### src/rtl/param_lifo.sv
// -----------------------------------------------------------------------------
// param_lifo -- parametrised synchronous LIFO stack
//
// Last-in-first-out scratch buffer between a producer and a consumer. It
// supports simultaneous push+pop, which either replaces the top entry or
// passes the data straight through when the stack is empty. It also provides:
//   - a combinational peek of the top entry
//   - an occupancy count and an almost-full threshold
//   - a synchronous flush
//   - sticky overflow/underflow error flags
//
// Parameters
//   WIDTH     data word width in bits (>= 1)
//   DEPTH     number of entries (>= 2)
//   AF_LEVEL  almostFull asserts when count >= AF_LEVEL (1..DEPTH)
//   CW        count width, derived from DEPTH (not meant to be overridden)
//
// Ports
//   Clk        clock; all logic runs on the rising edge
//   Rst        synchronous active-high reset; overrides every other input
//   EN         operation enable; push/pop/flush are ignored when low
//   push       write dataIn onto the stack
//   pop        read the top entry into dataOut
//   flush      discard all entries
//   clrErr     clear the sticky error flags
//   dataIn     push data
//   dataOut    last popped word (registered, held between pops)
//   dataValid  one-cycle pulse: dataOut was updated this cycle
//   top        combinational peek of the top entry; 0 when empty
//   count      number of stored entries
//   EMPTY      count == 0
//   FULL       count == DEPTH
//   almostFull count >= AF_LEVEL
//   overflow   sticky: a push was rejected while full
//   underflow  sticky: a pop was rejected while empty
// -----------------------------------------------------------------------------
module param_lifo #(
  parameter int WIDTH    = 16,
  parameter int DEPTH    = 16,
  parameter int AF_LEVEL = DEPTH - 2,
  localparam int CW      = $clog2(DEPTH + 1)
) (
  input  logic             Clk,
  input  logic             Rst,
  input  logic             EN,
  input  logic             push,
  input  logic             pop,
  input  logic             flush,
  input  logic             clrErr,
  input  logic [WIDTH-1:0] dataIn,
  output logic [WIDTH-1:0] dataOut,
  output logic             dataValid,
  output logic [WIDTH-1:0] top,
  output logic [CW-1:0]    count,
  output logic             EMPTY,
  output logic             FULL,
  output logic             almostFull,
  output logic             overflow,
  output logic             underflow
);

  localparam int AW = (DEPTH > 1) ? $clog2(DEPTH) : 1;

  logic [WIDTH-1:0] mem [DEPTH];

  logic [CW-1:0]    count_reg, count_next;
  logic [WIDTH-1:0] data_out_reg, data_out_next;
  logic             data_valid_reg, data_valid_next;
  logic             overflow_reg, overflow_next;
  logic             underflow_reg, underflow_next;

  logic             empty, full;
  logic [AW-1:0]    top_addr;
  logic [WIDTH-1:0] top_word;
  logic             mem_we;
  logic [AW-1:0]    mem_waddr;
  logic             do_flush, do_pp, do_push, do_pop;

  assign empty    = (count_reg == '0);
  assign full     = (count_reg == CW'(DEPTH));
  // When empty this address is meaningless; every use is gated by 'empty'.
  assign top_addr = AW'(count_reg - 1'b1);
  assign top_word = mem[top_addr];

  // Decode the operation for this cycle: flush > push&pop > push > pop.
  assign do_flush = EN & flush;
  assign do_pp    = EN & ~flush & push & pop;
  assign do_push  = EN & ~flush & push & ~pop;
  assign do_pop   = EN & ~flush & pop & ~push;

  always_comb begin
    count_next      = count_reg;
    data_out_next   = data_out_reg;
    data_valid_next = 1'b0;
    // clrErr is honoured regardless of EN; an error raised below overrides it.
    overflow_next   = overflow_reg & ~clrErr;
    underflow_next  = underflow_reg & ~clrErr;
    mem_we          = 1'b0;
    mem_waddr       = AW'(count_reg);

    if (do_flush) begin
      count_next = '0;
    end else if (do_pp) begin
      data_valid_next = 1'b1;
      if (empty) begin
        // Nothing stored: the pushed word goes straight to the consumer.
        data_out_next = dataIn;
      end else begin
        // Replace top: the old top leaves, the new word takes its slot.
        data_out_next = top_word;
        mem_we        = 1'b1;
        mem_waddr     = top_addr;
      end
    end else if (do_push) begin
      if (full) begin
        overflow_next = 1'b1;
      end else begin
        mem_we     = 1'b1;
        count_next = count_reg + 1'b1;
      end
    end else if (do_pop) begin
      if (empty) begin
        underflow_next = 1'b1;
      end else begin
        data_out_next   = top_word;
        data_valid_next = 1'b1;
        count_next      = count_reg - 1'b1;
      end
    end
  end

  // Storage is never cleared; only count decides which entries are live.
  always_ff @(posedge Clk) begin
    if (mem_we && !Rst) begin
      mem[mem_waddr] <= dataIn;
    end
  end

  always_ff @(posedge Clk) begin
    if (Rst) begin
      count_reg      <= '0;
      data_out_reg   <= '0;
      data_valid_reg <= 1'b0;
      overflow_reg   <= 1'b0;
      underflow_reg  <= 1'b0;
    end else begin
      count_reg      <= count_next;
      data_out_reg   <= data_out_next;
      data_valid_reg <= data_valid_next;
      overflow_reg   <= overflow_next;
      underflow_reg  <= underflow_next;
    end
  end

  assign dataOut    = data_out_reg;
  assign dataValid  = data_valid_reg;
  assign count      = count_reg;
  assign EMPTY      = empty;
  assign FULL       = full;
  assign almostFull = (count_reg >= CW'(AF_LEVEL));
  assign overflow   = overflow_reg;
  assign underflow  = underflow_reg;
  assign top        = empty ? '0 : top_word;

endmodule
### config.mk
export PLATFORM = sky130hd
export DESIGN_NAME = param_lifo
export DESIGN_NICKNAME = d
export VERILOG_FILES = /design/src/rtl/param_lifo.sv
export SDC_FILE = /design/constraint.sdc
export NUM_CORES = 1
export LEC_CHECK = 0
export CORE_MARGIN = 10
export CORE_UTILIZATION = 32
export DETAILED_ROUTE_END_ITERATION = 10
export GPL_TIMING_DRIVEN = 0
export PLACE_DENSITY_LB_ADDON = 0.12
export SYNTH_ARGS = -nofsm -noshare
export SYNTH_HDL_FRONTEND = slang
export SYNTH_SLANG_ARGS = --single-unit
### constraint.sdc
create_clock -name Clk -period 9.84 [get_ports Clk]
set_clock_uncertainty 0.05 [all_clocks]
set_input_delay 0.984 -clock Clk [delete_from_list [all_inputs] [get_ports Clk]]
set_output_delay 0.984 -clock Clk [all_outputs]
set_load 0.03 [all_outputs]
* Word level (Yosys, flattened, before mapping)
Memory sizes are Yosys's and may differ from the RTL's.
Cells that the tools add are included.
Widths: inputs -> output; s select.
** Operators by class
- Add/sub/neg operators :: 2
- $mul :: 0
- Div/mod/pow operators :: 0
- Order comparisons :: 1
- Equal/unequal tests :: 5
- Shift-type cells :: 0
- Mux-type cells :: 32
- Bitwise operators :: 15
- Reduce and logical (&&, ||, !) cells :: 8
** Operators by type and width (number)
- $mux 16 :: 6
- $mux 5 :: 4
- $mux 1 :: 19
- $mux 4 :: 3
- $and 1x1->1 :: 9
- $reduce_and 4->1 :: 2
- $not 1->1 :: 6
- $add 5x1->5 const B :: 1
- $eq 5x5->1 const B :: 1
- $ge 5x4->1 const B :: 1
- $logic_not 5->1 :: 1
- $sub 5x1->5 const B :: 1
- $ne 2x1->1 const B :: 2
- $ne 2x2->1 const B :: 2
- $reduce_bool 2->1 :: 2
- $reduce_or 2->1 :: 1
- $logic_and 1x1->1 :: 1
- $logic_not 1->1 :: 1
** Storage, ports and cells
- Register bits :: 24
- Bits in latches :: 0
- Bits in writable memories :: 256
- Bits in read-only memories :: 0
- Output and inout port bits :: 43
- Word-level logic and storage cells :: 69
- Memories :: 1
** Memory list
- mem :: depth 16, bits a word 16, read ports 1, clocked after memory_dff 0, write ports 1, line 64 : logic [WIDTH-1:0] mem [DEPTH];

* Longest topological paths before layout
- Depth after elaboration :: 10
- Gate-level depth with buffers :: 12

* Worst setup path after synthesis
No wires, ideal clock.
- Kind :: register -> output
- Start :: reg count_reg[0] (netlist: count[0])
- End :: out top[11]
- Arrival time :: 3.018 ns
- Required time :: 8.806 ns
- Slack :: 5.788 ns
- Stages on the path, launching flop included :: 13
- Path buffers :: 5
- Path through :: dfxtp_1 buf_2 clkinv_1 clkbuf_1 ha_1 buf_2 buf_2 buf_2 mux2i_1 nand3_1 nand4_1 mux2_1 nor2_1
** On the way
- Cells in the longest elaborated chain, start to end :: 3
** Ends and longest elaborated chain
- start, declared :: line 66 : logic [CW-1:0] count_reg, count_next;
- start signal, assigned :: line 147 : count_reg <= count_next;
- $sub 5x1->5
- $mem_v2 16x16
- $mux 16 (*) :: line 163 : assign top = empty ? '0 : top_word;
- end, declared :: line 53 : output logic [WIDTH-1:0] top,
Every way passes the cells marked *; elsewhere a longest branch is shown, timed or not.

* Final worst setup path
- Start :: reg count_reg[0] (netlist: count[0])
- End :: out top[5]
Same word-level chain as after synthesis.

==> flow_summary.json <==
{
  "status": "completed",
  "via_count": 7363,
  "finalCritPeriodShare_pct": 60.1,
  "grtUsageTotal_pct": 15.6,
  "largest_reg_flops": 256,
  "crit_arrival_ps": 4880,
  "antenna_found_initial": 0,
  "r2r_start": "count[0]",
  "synth_flop_cell": "edfxtp_1",
  "die_w_microns": 213,
  "gp_congestion": 0.800,
  "core_area_sq_um": 36600,
  "crit_start": "count[0]",
  "antenna_left": 0,
  "viasPerCell": 5.22,
  "synth_top_family_by_area": "multiplexers",
  "setup_viol": 0,
  "cts-resized-gates": 0,
  "routed_wirelength_mm": 35.4,
  "ys_types": 57,
  "numCtsBuffers": 30,
  "numPortBuffers": 64,
  "drive_gt1_share_pct": 15.4,
  "ir_drop_v": 0.000127,
  "clk_pin_slew_worst_paths_ps": 60,
  "clk_path_buf_depth": 3,
  "dieArea_sq_um": 45200,
  "clock_latency_ps": 550,
  "rows": 70,
  "syn_inst": 803,
  "synth-simple-area-share_pct": 11.7,
  "dr.pass1.iters": 6,
  "hold_buffers": 0,
  "die_h_microns": 213,
  "hp-start": "dataOut[12]",
  "fin_nets": 946,
  "power-per-cell-area_nw_per_um2": 186,
  "syn_to_final_growth_pct": 21.8,
  "synth_area_sq_um": 11900,
  "rsz0062_at_grt": "false",
  "yosys_warnings": 0,
  "muxShareOfSynthArea_pct": 12.4,
  "hold_viol_final": 0,
  "cts_tree": "built",
  "critPathKind": "reg -> out",
  "leakage_nw": 4.46,
  "drv_slew": 0,
  "diodes": 0,
  "cts_max_level": 1,
  "tightest_slew_ps": 927,
  "hp-class": "reg -> reg",
  "path_max_fanout": 12,
  "grt-ovfl-total": 0,
  "wl_per_cell_microns": 25.1,
  "relSlewSlack_pct": 38.2,
  "synth-xor-area-share_pct": 0.949,
  "grt_max_degree": 18,
  "ys_seq_area_share_pct": 68.8,
  "fin_setup_tns_ps": 0,
  "post_cts_buffers": 0,
  "synth-seq-cells": 280,
  "avgSynthCellArea_sq_um": 14.8,
  "synth_compound_gate_area_share_pct": 3.31,
  "synth_nets": 830,
  "io-pin-count": 66,
  "async_flop_share_pct": 0,
  "setup.worst_path.end_class": "output pin",
  "start_util_pct": 32.4,
  "hold_ws_ps": 532,
  "post-route-min-period_ps": 5910,
  "grt_pass1_wl_mm": 51.8,
  "synth_enable_flop_cells": 256,
  "clkSinkCount": 280,
  "drc": 0,
  "hpwl_mm": 25.0,
  "dr.first_iter.drc_count": 533,
  "cts_root_buffer": "clkbuf_16",
  "worstSetupStartpointType": "flop",
  "first_global_vias": 7410,
  "cap_violations": 0,
  "required_ps": 8810,
  "max_freq_mhz": 169,
  "synthAdderAreaFrac_pct": 0.422
}
layout by cell type (no fill, tap or decap), drive strengths merged, types with 4 or more instances in the layout:
master,instances
edfxtp,256
nand3,130
mux2i,128
clkbuf,73
clkdlybuf4s50,64
buf,45
nor2,39
nand4,32
nor3,28
dfxtp,24
mux2,17
o22ai,15
a22o,15
clkinv,13
nand2,6
a21oi,5
xor2,5
a31oi,4
ha,4
xnor2,4
o21ai,4
worst max-delay path: stages, from the launching register on:
cell             delay, ps
dfxtp_1                360
buf_2                  270
clkinv_1               220
clkbuf_1               350
ha_1                   390
buf_2                  190
buf_2                  350
buf_2                  410
mux2i_1                130
nand3_1                 90
nand4_1                260
mux2_2                 360
nor2_1                 210
clkdlybuf4s50_1        730
report_power, final:
group          internal [mW]  leakage [nW]  switching [mW]
Clock                  0.662         0.487           0.446
Combinational         0.0930          1.48           0.181
Sequential              1.30          2.50         0.00333
routing by layer:
metal	up-vias	track usage (%)	part of all wire, %
met3	29	2.16	5.6
met4	0	3.37	1.3
met1	3744	21.8	46
met2	215	25.3	47
li1	3375	-	-
met5	-	0	0
cell usage after synthesis, types with 2 or more instances:
library cell	instances	share of area [%]
ha_1	4	0.42
nor3_2	10	0.84
nor2_1	38	1.2
nor2b_1	2	0.11
mux2_1	4	0.38
dfxtp_1	24	4.0
xor2_1	3	0.22
o22ai_1	15	0.79
nand2_1	5	0.16
nand2b_1	2	0.11
a31oi_1	4	0.21
edfxtp_1	256	65
buf_6	2	0.19
and4bb_2	2	0.21
o21ai_0	3	0.13
clkbuf_1	31	0.98
inv_1	2	0.063
nor3_1	16	0.67
nor3_4	2	0.27
nand4b_1	2	0.15
mux2_2	13	1.2
mux2i_1	128	11
a22o_1	15	1.1
buf_2	17	0.72
xnor2_1	3	0.22
nand4_1	32	1.7
a21oi_1	4	0.17
buf_4	6	0.38
nand3_1	130	5.5
cells by family after synthesis:
group                    Yosys count
AO/OA/AOI/OAI                     53
buffers and inverters             60
multiplexers                     145
adder cells (fa/ha/maj)            4
flip-flops                       280
XOR/XNOR                           9
AND/OR/NAND/NOR                  252
metrics by stage:
step | worst slack (ps) | total power [mW] | instances | utilization [%] | cell area (sq um)
after floorplan | 5790 | 1.49 | 803 | - | 11900
after global placement | 3840 | 1.61 | 1335 | 35.8 | 13100
after detailed placement | 4460 | 1.61 | 1355 | 36.8 | 13500
after CTS | 3860 | 2.72 | 1411 | 39.5 | 14500
after global routing | 3640 | 2.79 | 1411 | 39.5 | 14500
final | 3930 | 2.69 | 1411 | 39.5 | 14500
final timing paths:
check	end	slack, ps	depth (start not counted)
worst max-delay path	top[5]	3930	13
worst min-delay path	dataOut[12]	530	2
worst max register to register	mem[12][3]	5730	11
worst min register to register	dataOut[12]	530	2
final cells by class:
type	instances	area (sq um)
fillers	3417	22200
flip-flops and latches	280	8170
multi-input cells	463	3460
repair buffers	84	968
clock buffers	42	867
well taps	468	586
plain buffers	56	269
clock inverters	14	118
inverters	4	20.0
Power figures use the tool's default switching activity.
